[src/rtl/cpu_bus_pkg.sv]
// Shared types and constants for the SM83 M-cycle sequencer and bus interface.
package cpu_bus_pkg;

  typedef enum logic [1:0] {
    SeqRun   = 2'd0,
    SeqWait  = 2'd1,
    SeqSleep = 2'd2
  } seq_state_e;

  localparam logic [7:0] OPEN_BUS_DATA = 8'hFF;

endpackage

[src/rtl/cpu_bus_sequencer.sv]
// M-cycle sequencer for the SM83 core: T-cycle counting, bus wait states with timeout,
// double-speed mode and HALT/STOP sleep. m_commit gates all datapath register writeback.
module cpu_bus_sequencer
  import cpu_bus_pkg::*;
#(
  parameter int ADDR_W   = 16,
  parameter int DATA_W   = 8,
  parameter int T_PER_M  = 4,
  parameter int MAX_WAIT = 15
) (
  input  logic                       clk,
  input  logic                       reset,
  input  logic                       double_speed,
  input  logic                       cpu_req,
  input  logic                       cpu_write,
  input  logic [ADDR_W-1:0]          cpu_addr,
  input  logic [DATA_W-1:0]          cpu_wdata,
  output logic [DATA_W-1:0]          cpu_rdata,
  output logic [$clog2(T_PER_M)-1:0] t_cycle,
  output logic                       m_start,
  output logic                       m_commit,
  input  logic                       sleep_req,
  input  logic                       wake,
  output logic                       sleeping,
  output logic                       bus_timeout,
  output logic [ADDR_W-1:0]          mem_addr,
  output logic                       mem_enable,
  output logic                       mem_write,
  output logic [DATA_W-1:0]          mem_data_out,
  input  logic [DATA_W-1:0]          mem_data_in,
  input  logic                       mem_ready
);

  localparam int TW = $clog2(T_PER_M);
  localparam int WW = $clog2(MAX_WAIT + 1);
  localparam logic [TW-1:0]     T_LAST_N = TW'(T_PER_M - 1);
  localparam logic [TW-1:0]     T_LAST_D = TW'(T_PER_M / 2 - 1);
  localparam logic [WW-1:0]     WAIT_MAX = WW'(MAX_WAIT);
  localparam logic [DATA_W-1:0] OPEN_BUS = DATA_W'(OPEN_BUS_DATA);

  seq_state_e        state_q, state_d;
  logic [TW-1:0]     t_q, t_d;
  logic [WW-1:0]     wait_q, wait_d;
  logic              dbl_q, dbl_d;
  logic              req_q, req_d;
  logic              wr_q, wr_d;
  logic [ADDR_W-1:0] addr_q, addr_d;
  logic [DATA_W-1:0] wdata_q, wdata_d;
  logic [DATA_W-1:0] rdata_q, rdata_d;

  logic              at_last;
  logic              commit;
  logic              timeout;
  logic              rd_commit;
  logic [DATA_W-1:0] rd_now;

  // A pending access in WAIT always has req_q set; mem_ready is ignored without one.
  assign at_last   = (t_q == (dbl_q ? T_LAST_D : T_LAST_N));
  assign timeout   = (state_q == SeqWait) && !mem_ready && (wait_q == WAIT_MAX);
  assign commit    = ((state_q == SeqRun) && at_last && (!req_q || mem_ready)) ||
                     ((state_q == SeqWait) && (mem_ready || (wait_q == WAIT_MAX)));
  assign rd_commit = commit && req_q && !wr_q;
  assign rd_now    = timeout ? OPEN_BUS : mem_data_in;

  always_ff @(posedge clk) begin
    if (reset) begin
      state_q <= SeqRun;
      t_q     <= '0;
      wait_q  <= '0;
      dbl_q   <= 1'b0;
      req_q   <= 1'b0;
      wr_q    <= 1'b0;
      addr_q  <= '0;
      wdata_q <= '0;
      rdata_q <= '0;
    end else begin
      state_q <= state_d;
      t_q     <= t_d;
      wait_q  <= wait_d;
      dbl_q   <= dbl_d;
      req_q   <= req_d;
      wr_q    <= wr_d;
      addr_q  <= addr_d;
      wdata_q <= wdata_d;
      rdata_q <= rdata_d;
    end
  end

  always_comb begin
    state_d = state_q;
    t_d     = t_q;
    wait_d  = wait_q;
    dbl_d   = dbl_q;
    req_d   = req_q;
    wr_d    = wr_q;
    addr_d  = addr_q;
    wdata_d = wdata_q;
    rdata_d = rdata_q;

    unique case (state_q)
      SeqRun: begin
        if (t_q == '0) begin
          req_d   = cpu_req;
          wr_d    = cpu_write;
          addr_d  = cpu_addr;
          wdata_d = cpu_wdata;
        end
        if (at_last && !commit) begin
          state_d = SeqWait;
          wait_d  = WW'(1);
        end else if (!at_last) begin
          t_d = t_q + TW'(1);
        end
      end
      SeqWait: begin
        if (!commit && (wait_q != WAIT_MAX)) begin
          wait_d = wait_q + WW'(1);
        end
      end
      SeqSleep: begin
        t_d = '0;
        if (wake) begin
          state_d = SeqRun;
          dbl_d   = double_speed;
        end
      end
      default: state_d = SeqRun;
    endcase

    // Speed and sleep decisions are only taken at an M-cycle boundary.
    if (commit) begin
      t_d     = '0;
      wait_d  = '0;
      dbl_d   = double_speed;
      state_d = (sleep_req && !wake) ? SeqSleep : SeqRun;
    end
    if (rd_commit) begin
      rdata_d = rd_now;
    end
  end

  always_comb begin
    m_start     = 1'b0;
    m_commit    = 1'b0;
    bus_timeout = 1'b0;
    sleeping    = 1'b0;
    mem_enable  = 1'b0;
    mem_write   = 1'b0;
    cpu_rdata   = rdata_q;
    if (!reset) begin
      m_start     = (state_q == SeqRun) && (t_q == '0);
      m_commit    = commit;
      bus_timeout = timeout;
      sleeping    = (state_q == SeqSleep);
      mem_enable  = (state_q != SeqSleep) && (t_q != '0) && req_q;
      mem_write   = (state_q != SeqSleep) && (t_q != '0) && req_q && wr_q;
      if (rd_commit) begin
        cpu_rdata = rd_now;
      end
    end
  end

  assign t_cycle      = t_q;
  assign mem_addr     = addr_q;
  assign mem_data_out = wdata_q;

endmodule
[config.mk]
export PLATFORM = sky130hd
export DESIGN_NAME = cpu_bus_sequencer
export DESIGN_NICKNAME = d
export VERILOG_FILES = /design/src/rtl/cpu_bus_pkg.sv /design/src/rtl/cpu_bus_sequencer.sv
export SDC_FILE = /design/constraint.sdc
export NUM_CORES = 1
export LEC_CHECK = 0
export CORE_MARGIN = 1
export CORE_UTILIZATION = 48
export CTS_BUF_LIST = sky130_fd_sc_hd__clkbuf_2
export DETAILED_ROUTE_END_ITERATION = 12
export GPL_ROUTABILITY_DRIVEN = 0
export PLACE_DENSITY = 0.88
export SLEW_MARGIN = 0
export SYNTH_ARGS = -nofsm -noshare
export SYNTH_HDL_FRONTEND = slang
export SYNTH_SLANG_ARGS = --single-unit
export TNS_END_PERCENT = 20
[constraint.sdc]
create_clock -name clk -period 5.1 [get_ports clk]
set_clock_uncertainty 0.1 [all_clocks]
set_input_delay 1.02 -clock clk [delete_from_list [all_inputs] [get_ports clk]]
set_output_delay 1.02 -clock clk [all_outputs]
set_load 0.01 [all_outputs]
==> key figures <==
Global routing
  • First-pass GRT wire length: 7.87 mm
  • Met2 Usage GRT: 0.402
  • Largest net degree at the start of global routing: between 40 and 50
  • Total GRT Usage: 0.239
  • Vias in the first global route: 1837
  • Routing usage on met1: 0.262
  • Grt ovf: 0
  • Initial antenna violation count: 0
  • M3 GR Usage: 0.0972
  • GR peak layer: met2

Cells and area
  • Fill cell count: just under 300
  • Fin nets: 351
  • Layout area overhead: 43.9%
  • FF+latch area: 861 µm²
  • Design Area, Final: 2810 µm²
  • Diodes inserted: 0
  • Combined area of the multi-input logic cells: between 900 and 1000 µm²
  • Share of cells above drive strength 1: 0.0518

STA
  • Unrepaired setup endpoints after global routing: no
  • Worst Tran Pin Value: a little under 0.9 ns
  • Setup tns final: 0 ns
  • Number of setup violations in the final report: 0
  • Max Clk Rate: approximately 240 MHz
  • Slew HR: 0.408
  • Final Cycle Share: 0.802
  • Final max-slew violation count: 0
  • Final worst slack: roughly 1.0 ns
  • Final Hold Viols: 0
  • Fin crit period: approximately 4.1 ns

Synth
  • Netlist cell types: 39
  • Post-synth top area cell: dfxtp_1
  • Syn nets: 277
  • Synth async-reset ratio: 0
  • Register area share after synthesis: 0.442
  • Number of synthesized flops with an enable pin: 0
  • Synthesized instance count: approximately 240
  • Avg Cell Area, Syn: around 8.3 µm²
  • Synth Register Bits: 43
  • Ys Warns: 0
  • Mapped Area: around 2000 µm²
  • Area contributors post-synth: dfxtp_1 44%, nand2_1 11%, a21oi_1 8.0%
  • Yosys top cell area share: 0.442
  • Top_reg_cell synth: dfxtp_1

Flow run
  • Max-cap viol count: 0

Setup path
  • Crit path launch type: input pin
  • R2R cell count: 5
  • Setup crit end kind: output port
  • Setup CP Type: input pin to output port
  • Crit path cell chain: clkdlybuf4s50_1, nand4_1, a21boi_4, o22a_1, clkdlybuf4s50_1
  • CP bufs+invs: 2
  • Cell family with most CP delay: buffers and inverters
  • Slowest stage delay, CP: between 0.5 and 0.6 ns
  • Arrival @ worst endpoint: 2.97 ns
  • Critical Path Stages: 5
  • Crit-path max FO: 16
  • Most frequent CP cell: clkdlybuf4s50_1
  • R2R Setup Slk: 3.13 ns
  • WP data required: about 4 ns
  • Slowest stage cell, crit path: clkdlybuf4s50_1

Clock network
  • Hold_buf cts: 0
  • CTS tree: yes
  • CTS clk-pin slew, worst paths: 0.20 ns
  • Clock Latency Late Sink: 0.41 ns
  • Clock buffer count from CTS: 5
  • Post-CTS setup buffers: 0
  • CTS Root Cell: clkbuf_2
  • Clk sinks: between 40 and 50
  • Htree depth: 2
  • CTS Buffer Depth: 2
  • Cts repair resizes: 0

Route
  • First-pass DRT Iterations: 5
  • Average wire per cell in the routed design: 13.3 µm
  • Post-DRT Antenna Nets: 0
  • DRC violations left: 0
  • DR vias: around 1900
  • DR vias/cell: roughly 5.3
  • Initial DRC Count: 66
  • Post-Route WL: 4.74 mm

Placed design
  • HPWL Detailed: 3.29 mm
  • Placement Cell Area: 2750 µm²
  • Setup WS pre-CTS: just over 1 ns
  • Port bufs: between 70 and 80

Die
  • Ports: 80
  • Die height: 65.7 µm
  • Die area: 4320 µm²
  • Core area: ~3800 µm²
  • Die width: approximately 66 µm
  • Initial core utilization: 0.517
  • Cell row count: 22

Power and ir drop
  • Pint: approximately 0.7 mW
  • Switching power: 0.370 mW
  • Total power: ~1.1 mW
  • Sw Share: 0.347
  • Clock power frac: 0.177
  • Sequential power share: 0.412
  • Leakage: around 1.1 nW
  • Pwr Density: ~380 nW/µm²
  • Worst vdd ir: 0.000232 V
  • Comb power frac: 0.411

Min path
  • Worst Hold Class: flip-flop to flip-flop
  • Hold Crit Depth: 2

Outcome
  • Status: completed
-- cell type report --
type,count,area share
flip-flops and latches,43,0.307
clock inverters,1,0.0107
multi-input cells,172,0.355
well taps,48,0.0214
clock buffers,6,0.0107
inverters,6,0.00803
repair buffers,81,0.287
-- registers in the layout, summed over array words and instances, names as in the netlist, 2 cells and up --
| signal | count |
|---|---|
| mem_addr | 16 |
| mem_data_out | 8 |
| rdata_q | 8 |
| wait_q | 4 |
| state_q | 2 |
| t_cycle | 2 |
-- power by group through the flow --
stage / sequential, mW / clock [mW] / combinational, mW
6_report: 0.438 / 0.189 / 0.438
3_5_place_dp: 0.446 / 0 / 0.439
3_3_place_gp: 0.444 / 0 / 0.433
4_1_cts: 0.438 / 0.193 / 0.441
2_1_floorplan: 0.467 / 0 / 0.227
5_1_grt: 0.449 / 0.202 / 0.485
-- worst register-to-register path, cell delays in order (launching register included) --
cell,delay [ns]
dfxtp_1,0.42
inv_1,0.18
ha_1,0.22
and2_1,0.72
nand2_1,0.14
a21oi_1,0.15
-- cell families after synthesis --
family | count (synthesis) | synth area share
AND/OR/NAND/NOR | 104 | 0.257
AO/OA/AOI/OAI | 62 | 0.218
flip-flops | 43 | 0.442
buffers and inverters | 20 | 0.0475
XOR/XNOR | 3 | 0.0173
adder cells (fa/ha/maj) | 2 | 0.0128
multiplexers | 1 | 0.00513
-- synthesized netlist by cell type, types with 5 or more instances --
library cell	instances
nand2_1	56
inv_1	6
a21oi_1	31
nor2b_1	12
dfxtp_1	43
nor2_1	11
clkbuf_1	7
nand2b_1	5
o22a_1	16
buf_2	5
nand3_1	6
-- layer usage --
layer  wire length, µm  vias up
met5                 0        -
met4                52        0
met3               478        4
met2              2170       75
met1              2040      862
li1                  -      954
-- final timing paths --
path | end | startpoint
min reg2reg | mem_data_out[4] | mem_data_out[4]
max reg2reg | mem_addr[1] | t_cycle[0]
max | cpu_rdata[2] | mem_ready
min | mem_data_out[4] | mem_data_out[4]
-- metrics by stage --
stage / cells / hold slack, ns / utilization
CTS: 357 / 0.369 / 0.744
global placement: 350 / 0.341 / 0.728
global route: 357 / 0.385 / 0.744
floorplan: 235 / 0.358 / -
finish: 357 / 0.366 / 0.744
detailed placement: 350 / 0.346 / 0.728
-- cells in the final DEF, fill, tap and decap left out, drive strengths merged --
cell type,instances
nand3,6
o22a,16
o21ai,4
a21oi,31
and3,1
nor3,2
nor4b,2
o2111ai,1
nand2,56
a211oi,1
o21a,1
inv,6
or3,2
or3b,1
o211ai,1
xor2,2
clkdlybuf4s50,79
nor2,12
a221oi,1
nor2b,12
mux2i,1
and2,2
bufinv,1
nand4,2
buf,2
dfxtp,43
a21boi,1
a31oi,1
nand2b,5
a311oi,1
ha,2
a32oi,1
nor3b,1
clkbuf,6
xnor2,1
a21o,2
(Power assumes the default switching activity.)
